`config.mk`:
```
export PLATFORM = sky130hd
export DESIGN_NAME = hazard_detection_unit_flat
export DESIGN_NICKNAME = d
export VERILOG_FILES = /design/src/rtl/hazard_detection_unit_if.sv /design/src/rtl/hazard_detection_unit.sv /design/src/flat_wrapper.sv
export SDC_FILE = /design/constraint.sdc
export NUM_CORES = 1
export LEC_CHECK = 0
export CAP_MARGIN = 20
export CORE_MARGIN = 5
export CORE_UTILIZATION = 31
export CTS_CLUSTER_SIZE = 14
export DETAILED_ROUTE_END_ITERATION = 8
export PLACE_DENSITY = 0.95
export REMOVE_ABC_BUFFERS = 1
export SKIP_CTS_REPAIR_TIMING = 1
export SLEW_MARGIN = 5
export SYNTH_ARGS = -nofsm -noshare
export SYNTH_HDL_FRONTEND = slang
export SYNTH_SLANG_ARGS = --single-unit
```
`constraint.sdc`:
```
create_clock -name clk -period 4.8 [get_ports clk]
set_input_delay 1.2 -clock clk [delete_from_list [all_inputs] [get_ports clk]]
set_output_delay 1.2 -clock clk [all_outputs]
set_load 0.1 [all_outputs]
```
`src/rtl/hazard_detection_unit_if.sv`:
```
// Hazard detection unit bundle: ID/EX/MEM operand information from the
// pipeline plus the stall/flush controls and performance counters returned
// to it. The pipeline side uses the master modport, the hazard unit uses
// the slave modport.
interface hazard_detection_unit_if #(
    parameter int CNT_W = 32
);
    logic [4:0]       IF_ID_rs1;
    logic [4:0]       IF_ID_rs2;
    logic             use_rs2;
    logic             branch;
    logic             jalr;
    logic             branch_taken;
    logic [4:0]       ID_EX_rd;
    logic             ID_EX_regwrite;
    logic             ID_EX_memread;
    logic [4:0]       EX_MEM_rd;
    logic             EX_MEM_memread;
    logic             mem_stall;
    logic             pc_write;
    logic             IF_ID_write;
    logic             ID_EX_bubble;
    logic             IF_ID_flush;
    logic             pipe_freeze;
    logic [CNT_W-1:0] stall_cycles;
    logic [CNT_W-1:0] flush_count;

    modport master (
        output IF_ID_rs1, IF_ID_rs2, use_rs2, branch, jalr, branch_taken,
               ID_EX_rd, ID_EX_regwrite, ID_EX_memread,
               EX_MEM_rd, EX_MEM_memread, mem_stall,
        input  pc_write, IF_ID_write, ID_EX_bubble, IF_ID_flush, pipe_freeze,
               stall_cycles, flush_count
    );

    modport slave (
        input  IF_ID_rs1, IF_ID_rs2, use_rs2, branch, jalr, branch_taken,
               ID_EX_rd, ID_EX_regwrite, ID_EX_memread,
               EX_MEM_rd, EX_MEM_memread, mem_stall,
        output pc_write, IF_ID_write, ID_EX_bubble, IF_ID_flush, pipe_freeze,
               stall_cycles, flush_count
    );
endinterface

```
`src/rtl/hazard_detection_unit.sv`:
```
// Stall/flush controller for the 5-stage RV32I pipeline.
// Detects hazards the bypass network cannot cover (load-use, and branch/JALR
// operands still in flight when resolved in ID), freezes PC and IF/ID,
// injects ID/EX bubbles, sequences the two-cycle branch-on-load stall and
// holds the whole pipe while the data cache is busy.
// Optional feature: define HAZARD_PERF_CNT_EN to build the saturating
// stall/flush performance counters; otherwise both counter outputs are 0.
module hazard_detection_unit #(
    parameter int CNT_W = 32
) (
    input  logic                  clk,
    input  logic                  rst,
    hazard_detection_unit_if.slave hz
);

    typedef enum logic [1:0] {
        ST_IDLE    = 2'd0,
        ST_STALL_X = 2'd1,
        ST_FREEZE  = 2'd2
    } state_e;

    state_e state_r;
    logic   saved_stall_x_r;   // return state of a freeze: 1 = STALL_X, 0 = IDLE
    state_e cur_s;             // state whose behaviour applies this cycle

    logic       use_rs2_eff_s;
    logic       resolve_s;
    logic       ex_hit_s;
    logic       mem_hit_s;
    logic [1:0] need_s;

    logic pc_write_s;
    logic if_id_write_s;
    logic id_ex_bubble_s;
    logic if_id_flush_s;
    logic pipe_freeze_s;

    // Producer rd matches a source of the ID instruction (x0 never matches).
    function automatic logic reg_match(
        input logic [4:0] rd,
        input logic [4:0] rs1,
        input logic [4:0] rs2,
        input logic       use2
    );
        return (rd != 5'd0) && ((rd == rs1) || (use2 && (rd == rs2)));
    endfunction

    // JALR only reads rs1, so its rs2 field never creates a dependency.
    assign use_rs2_eff_s = hz.use_rs2 & ~hz.jalr;
    assign resolve_s     = hz.branch | hz.jalr;
    assign ex_hit_s      = reg_match(hz.ID_EX_rd, hz.IF_ID_rs1, hz.IF_ID_rs2, use_rs2_eff_s);
    assign mem_hit_s     = reg_match(hz.EX_MEM_rd, hz.IF_ID_rs1, hz.IF_ID_rs2, use_rs2_eff_s);

    // Number of stall cycles the ID instruction needs before it can proceed.
    always_comb begin
        need_s = 2'd0;
        if (resolve_s && hz.ID_EX_memread && ex_hit_s) begin
            need_s = 2'd2;
        end else if (hz.ID_EX_memread && ex_hit_s) begin
            need_s = 2'd1;
        end else if (resolve_s && hz.ID_EX_regwrite && ex_hit_s) begin
            need_s = 2'd1;
        end else if (resolve_s && hz.EX_MEM_memread && mem_hit_s) begin
            need_s = 2'd1;
        end else begin
            need_s = 2'd0;
        end
    end

    // On release from a freeze the cycle behaves as the saved state.
    always_comb begin
        cur_s = state_r;
        if (state_r == ST_FREEZE) begin
            cur_s = saved_stall_x_r ? ST_STALL_X : ST_IDLE;
        end else begin
            cur_s = state_r;
        end
    end

    // Stall/flush/freeze controls, combinational so hazards act in the same cycle.
    always_comb begin
        pc_write_s     = 1'b0;
        if_id_write_s  = 1'b0;
        id_ex_bubble_s = 1'b1;
        if_id_flush_s  = 1'b0;
        pipe_freeze_s  = 1'b0;
        if (rst) begin
            pc_write_s     = 1'b0;
            if_id_write_s  = 1'b0;
            id_ex_bubble_s = 1'b1;
        end else if (hz.mem_stall) begin
            id_ex_bubble_s = 1'b0;
            pipe_freeze_s  = 1'b1;
        end else begin
            case (cur_s)
                ST_STALL_X: begin
                    id_ex_bubble_s = 1'b1;
                end
                ST_IDLE: begin
                    if (need_s != 2'd0) begin
                        id_ex_bubble_s = 1'b1;
                    end else begin
                        pc_write_s     = 1'b1;
                        if_id_write_s  = 1'b1;
                        id_ex_bubble_s = 1'b0;
                        if_id_flush_s  = hz.branch_taken;
                    end
                end
                default: begin
                    id_ex_bubble_s = 1'b1;
                end
            endcase
        end
    end

    // FSM: sequences the extra branch-on-load stall and remembers where a freeze returns to.
    always_ff @(posedge clk) begin
        if (rst) begin
            state_r         <= ST_IDLE;
            saved_stall_x_r <= 1'b0;
        end else if (hz.mem_stall) begin
            state_r <= ST_FREEZE;
            if (state_r != ST_FREEZE) begin
                saved_stall_x_r <= (state_r == ST_STALL_X);
            end
        end else begin
            case (cur_s)
                ST_IDLE:    state_r <= (need_s == 2'd2) ? ST_STALL_X : ST_IDLE;
                ST_STALL_X: state_r <= ST_IDLE;
                default:    state_r <= ST_IDLE;
            endcase
        end
    end

    assign hz.pc_write     = pc_write_s;
    assign hz.IF_ID_write  = if_id_write_s;
    assign hz.ID_EX_bubble = id_ex_bubble_s;
    assign hz.IF_ID_flush  = if_id_flush_s;
    assign hz.pipe_freeze  = pipe_freeze_s;

`ifdef HAZARD_PERF_CNT_EN
    localparam logic [CNT_W-1:0] CNT_MAX = {CNT_W{1'b1}};
    localparam logic [CNT_W-1:0] CNT_ONE = {{(CNT_W-1){1'b0}}, 1'b1};

    logic [CNT_W-1:0] stall_cnt_r;
    logic [CNT_W-1:0] flush_cnt_r;

    // Saturating counts of lost cycles (bubble or freeze) and of IF/ID flushes.
    always_ff @(posedge clk) begin
        if (rst) begin
            stall_cnt_r <= {CNT_W{1'b0}};
            flush_cnt_r <= {CNT_W{1'b0}};
        end else begin
            if ((id_ex_bubble_s || pipe_freeze_s) && (stall_cnt_r != CNT_MAX)) begin
                stall_cnt_r <= stall_cnt_r + CNT_ONE;
            end
            if (if_id_flush_s && (flush_cnt_r != CNT_MAX)) begin
                flush_cnt_r <= flush_cnt_r + CNT_ONE;
            end
        end
    end

    assign hz.stall_cycles = stall_cnt_r;
    assign hz.flush_count  = flush_cnt_r;
`else
    assign hz.stall_cycles = {CNT_W{1'b0}};
    assign hz.flush_count  = {CNT_W{1'b0}};
`endif

endmodule

```
`src/flat_wrapper.sv`:
```
// flat-port wrapper written by rule: the top's interface ports become plain ports
module hazard_detection_unit_flat 
#(
    parameter int CNT_W = 32
)
  (clk, rst, hz_IF_ID_rs1, hz_IF_ID_rs2, hz_use_rs2, hz_branch, hz_jalr, hz_branch_taken, hz_ID_EX_rd, hz_ID_EX_regwrite, hz_ID_EX_memread, hz_EX_MEM_rd, hz_EX_MEM_memread, hz_mem_stall, hz_pc_write, hz_IF_ID_write, hz_ID_EX_bubble, hz_IF_ID_flush, hz_pipe_freeze, hz_stall_cycles, hz_flush_count);
  hazard_detection_unit_if #(.CNT_W(CNT_W)) hz_i ();
  input  logic clk;
  input  logic rst;
  input wire logic [$bits(hz_i.IF_ID_rs1)-1:0] hz_IF_ID_rs1;
  input wire logic [$bits(hz_i.IF_ID_rs2)-1:0] hz_IF_ID_rs2;
  input wire logic [$bits(hz_i.use_rs2)-1:0] hz_use_rs2;
  input wire logic [$bits(hz_i.branch)-1:0] hz_branch;
  input wire logic [$bits(hz_i.jalr)-1:0] hz_jalr;
  input wire logic [$bits(hz_i.branch_taken)-1:0] hz_branch_taken;
  input wire logic [$bits(hz_i.ID_EX_rd)-1:0] hz_ID_EX_rd;
  input wire logic [$bits(hz_i.ID_EX_regwrite)-1:0] hz_ID_EX_regwrite;
  input wire logic [$bits(hz_i.ID_EX_memread)-1:0] hz_ID_EX_memread;
  input wire logic [$bits(hz_i.EX_MEM_rd)-1:0] hz_EX_MEM_rd;
  input wire logic [$bits(hz_i.EX_MEM_memread)-1:0] hz_EX_MEM_memread;
  input wire logic [$bits(hz_i.mem_stall)-1:0] hz_mem_stall;
  output wire logic [$bits(hz_i.pc_write)-1:0] hz_pc_write;
  output wire logic [$bits(hz_i.IF_ID_write)-1:0] hz_IF_ID_write;
  output wire logic [$bits(hz_i.ID_EX_bubble)-1:0] hz_ID_EX_bubble;
  output wire logic [$bits(hz_i.IF_ID_flush)-1:0] hz_IF_ID_flush;
  output wire logic [$bits(hz_i.pipe_freeze)-1:0] hz_pipe_freeze;
  output wire logic [$bits(hz_i.stall_cycles)-1:0] hz_stall_cycles;
  output wire logic [$bits(hz_i.flush_count)-1:0] hz_flush_count;
  assign hz_i.IF_ID_rs1 = hz_IF_ID_rs1;
  assign hz_i.IF_ID_rs2 = hz_IF_ID_rs2;
  assign hz_i.use_rs2 = hz_use_rs2;
  assign hz_i.branch = hz_branch;
  assign hz_i.jalr = hz_jalr;
  assign hz_i.branch_taken = hz_branch_taken;
  assign hz_i.ID_EX_rd = hz_ID_EX_rd;
  assign hz_i.ID_EX_regwrite = hz_ID_EX_regwrite;
  assign hz_i.ID_EX_memread = hz_ID_EX_memread;
  assign hz_i.EX_MEM_rd = hz_EX_MEM_rd;
  assign hz_i.EX_MEM_memread = hz_EX_MEM_memread;
  assign hz_i.mem_stall = hz_mem_stall;
  assign hz_pc_write = hz_i.pc_write;
  assign hz_IF_ID_write = hz_i.IF_ID_write;
  assign hz_ID_EX_bubble = hz_i.ID_EX_bubble;
  assign hz_IF_ID_flush = hz_i.IF_ID_flush;
  assign hz_pipe_freeze = hz_i.pipe_freeze;
  assign hz_stall_cycles = hz_i.stall_cycles;
  assign hz_flush_count = hz_i.flush_count;
  hazard_detection_unit #(.CNT_W(CNT_W)) u_core (.clk(clk), .rst(rst), .hz(hz_i));
endmodule
```
==> impl.org <==
** Critical path
- The signal on the critical path passes through clkdlybuf4s50_1 > or4_1 > o211ai_2 > o32ai_2 > nor2_1 > buf_12.
- Worst setup SP type :: input port
- Crit path buffers/inverters :: 2
- Crit Path Category :: in -> out
- The slowest stage of the critical path is the sky130_fd_sc_hd__or4_1 cell.
- STA classifies the critical path endpoint as an output pin.
- Family of cells with the greatest summed delay on the critical path :: simple AND/OR/NAND/NOR gates
- STA puts the critical path data arrival time at between 3 and 4 ns.
- Critical path's largest stage delay :: around 0.6 ns
- Worst EP required :: between 3 and 4 ns
- Along the worst path, the maximum fanout reaches 3.

** Yosys
- The commonest cells after synthesis are 65 x sky130_fd_sc_hd__buf_4, 18 x sky130_fd_sc_hd__xor2_1, 6 x sky130_fd_sc_hd__nor2_1.
- Avg Inst Size Synth :: 7.80 um^2
- Yosys warnings :: 0
- Commonest register cell after synthesis :: sky130_fd_sc_hd__dfxtp_1
- Of all cell types, the one taking the most synthesized area is sky130_fd_sc_hd__buf_4.
- The share of synthesized area in the top cell type comes to 0.517.
- Leading cell types by total area after synthesis :: sky130_fd_sc_hd__buf_4 52%, sky130_fd_sc_hd__xor2_1 17%, sky130_fd_sc_hd__dfxtp_1 6.4%
- Number of enable flip-flop cells after synthesis :: 0
- sky130_fd_sc_hd__buf_4 is the most common cell in the netlist.
- Summing every instance area after synthesis gives between 900 and 1000 um^2.
- The netlist uses 25 different library cells.
- Fraction of the yosys area taken by sequential cells :: 0.0637
- Async set-or-reset flop fraction in the synthesized netlist :: 0
- Register bit count reported by yosys :: 3
- Cells after synthesis :: roughly 120

** Global routing
- Pin count of the biggest net entering global routing :: 6
- The initial antenna violation count was 0.
- In the global route stage, overall resource usage came out at 0.0804.
- The via count of the first global-routing pass was about 700.
- For this run the aggregate overflow at the end of global routing stands at 0.
- Global-route wire length before repair :: about 2700 um

** Placed design
- GP Congestion :: about 0.7
- The wire-length estimate of the detail-placed layout is between 1500 and 2000 um.
- Count of port buffers added during placement :: 34
- The placed instances occupy a cell area of roughly 1100 um^2.

** Worst hold path
- Path type of the worst min-delay path :: reg -> reg

** Layout
- From synthesis to final layout, the design area changed by 20.6%.
- Post-layout nets :: about 190
- Final design instance area without fill :: around 1100 um^2
- Layout cell share with drive strength beyond 1 :: 0.0892
- Filler Cells Inserted :: 302
- Final Core Density :: 0.382
- The number of antenna diodes in the final layout is 0.

** Floorplan
- Effective utilization at floorplan :: 0.317
- During I/O placement, the number of pins put on the boundary was between 90 and 100.
- In this run the horizontal extent of the chip is approximately 65 um.
- Die height :: about 65 um
- The floorplan step defined a die boundary enclosing roughly 4200 um^2.
- After floorplanning, the core was sized to cover about 3000 um^2.
- In this run the core area contains 20 standard-cell rows.

** Outcome
- Result of the run :: finished clean

** Routing
- Vias per Instance :: 3.71
- Routed wire length per instance :: between 10 and 15 um
- Via total after detailed routing :: between 700 and 800
- Number of violations reported at the end of detailed-routing iteration 0 :: 4
- For this run, design rule violations remaining after detail routing come to 0.
- DRT antenna net count :: 0
- Wires add up to 1930 um.
- The first TritonRoute pass finished after 2 iterations.

** Clock tree
- Inserted Clock Buffers :: 3
- CTS placed an instance of sky130_fd_sc_hd__clkbuf_4 at the clock tree root.
- After clock tree synthesis, the clock-pin slew on the worst setup and hold paths is roughly 0.040 ns.
- Clock latency on the worst-skew pair, taken at its later pin, is 0.23 ns.
- Clock tree synthesis found a total of 3 sinks.
- The longest clock path from root to sink contains 2 buffers.
- Number of H-tree levels :: 1
- TritonCTS clock tree :: built

** Timing
- Clock period minus final worst setup slack :: about 4.3 ns
- Between clock sinks in the finished design, the worst skew comes to 0.00294 ns.
- RSZ-0062 raised after global routing :: false
- Of the available clock period, the critical path in the final layout requires 0.904.
- Final setup TNS :: 0 ns
- The max-slew violation total from the final report was 0.
- Derived from the worst setup path, the maximum achievable clock frequency is between 200 and 250 MHz.
- The final hold violation count came to 0.
- Setup violations remaining at the end of the flow were counted as 0.

** Flow run
- Across the run, the number of max-cap violations was 0.

** Power
- Summed over all cells, the static leakage comes to 0.560 nW.
- Maximum VDD drop :: 0.112 mV
- The design draws 0.000373 W.
- Areal power density over the cells :: 328 nW/um^2
-- flip-flops by register name (all words and copies together), names as in the netlist --
signal / count
u_core.saved_stall_x_r: 1
u_core.state_r: 2
-- power by group --
part,internal [W],total [W],switching [W]
clock network,0.0000311,0.0000427,0.0000117
registers,0.0000256,0.0000258,0.000000247
logic,0.0000425,0.000304,0.000262
total,0.0000992,0.000373,0.000274
-- routing by layer --
layer | track usage | part of all wire | vias up
met3 | 0.0205 | 0.13 | 8
li1 | - | - | 334
met5 | 0 | 0 | -
met1 | 0.0695 | 0.28 | 305
met2 | 0.159 | 0.55 | 58
met4 | 0.0518 | 0.040 | 0
-- layout make-up --
cell class / count / area [um^2] / share of cell area
Tap cell: 33 / 41.3 / 0.0363
Timing Repair Buffer: 34 / 378 / 0.332
Clock buffer: 4 / 26.3 / 0.0231
Sequential cell: 3 / 60.1 / 0.0528
Inverter: 2 / 7.51 / 0.00660
Multi-Input combinational cell: 114 / 624 / 0.549
-- logic make-up after synthesis --
group / count (synthesis) / share of synthesized area
XOR/XNOR: 20 / 0.186
buffers and inverters: 67 / 0.525
flip-flops: 3 / 0.0637
other: 1 / 0.00397
AO/OA/AOI/OAI: 9 / 0.0836
AND/OR/NAND/NOR: 21 / 0.138
-- final timing paths --
path / start / to / slack [ns] / cells after the start
max: hz_EX_MEM_rd[0] / hz_IF_ID_write / 0.46 / 6
max reg2reg: u_core.state_r[1] / u_core.state_r[0] / 3.59 / 3
min reg2reg: u_core.saved_stall_x_r / u_core.saved_stall_x_r / 0.50 / 2
min: u_core.saved_stall_x_r / u_core.saved_stall_x_r / 0.50 / 2
-- stage by stage --
step / std cells / hold WS [ns] / setup WS (ns)
final: 190 / 0.496 / 0.459
after CTS: 190 / 0.509 / 0.444
after global routing: 190 / 0.569 / 0.372
after global placement: 186 / 0.469 / 0.521
after floorplan: 119 / 0.454 / -0.877
after detailed placement: 186 / 0.500 / 0.445
-- worst reg2reg max path: cells and delay by family, from the launching register on --
family          cells  cell delay [ns]
compound gates      1             0.30
simple gates        2             0.52
flops               1             0.30
-- cell usage in the layout, fill, tap and decap left out, types with 3 or more instances in the layout --
cell type	netlist	layout
sky130_fd_sc_hd__dfxtp_1	3	3
sky130_fd_sc_hd__xor2_1	18	18
sky130_fd_sc_hd__nor2_1	6	6
sky130_fd_sc_hd__clkdlybuf4s50_1	0	29
sky130_fd_sc_hd__buf_12	0	4
sky130_fd_sc_hd__clkbuf_4	0	3
sky130_fd_sc_hd__conb_1	1	64
Power figures use the tool's default switching activity.
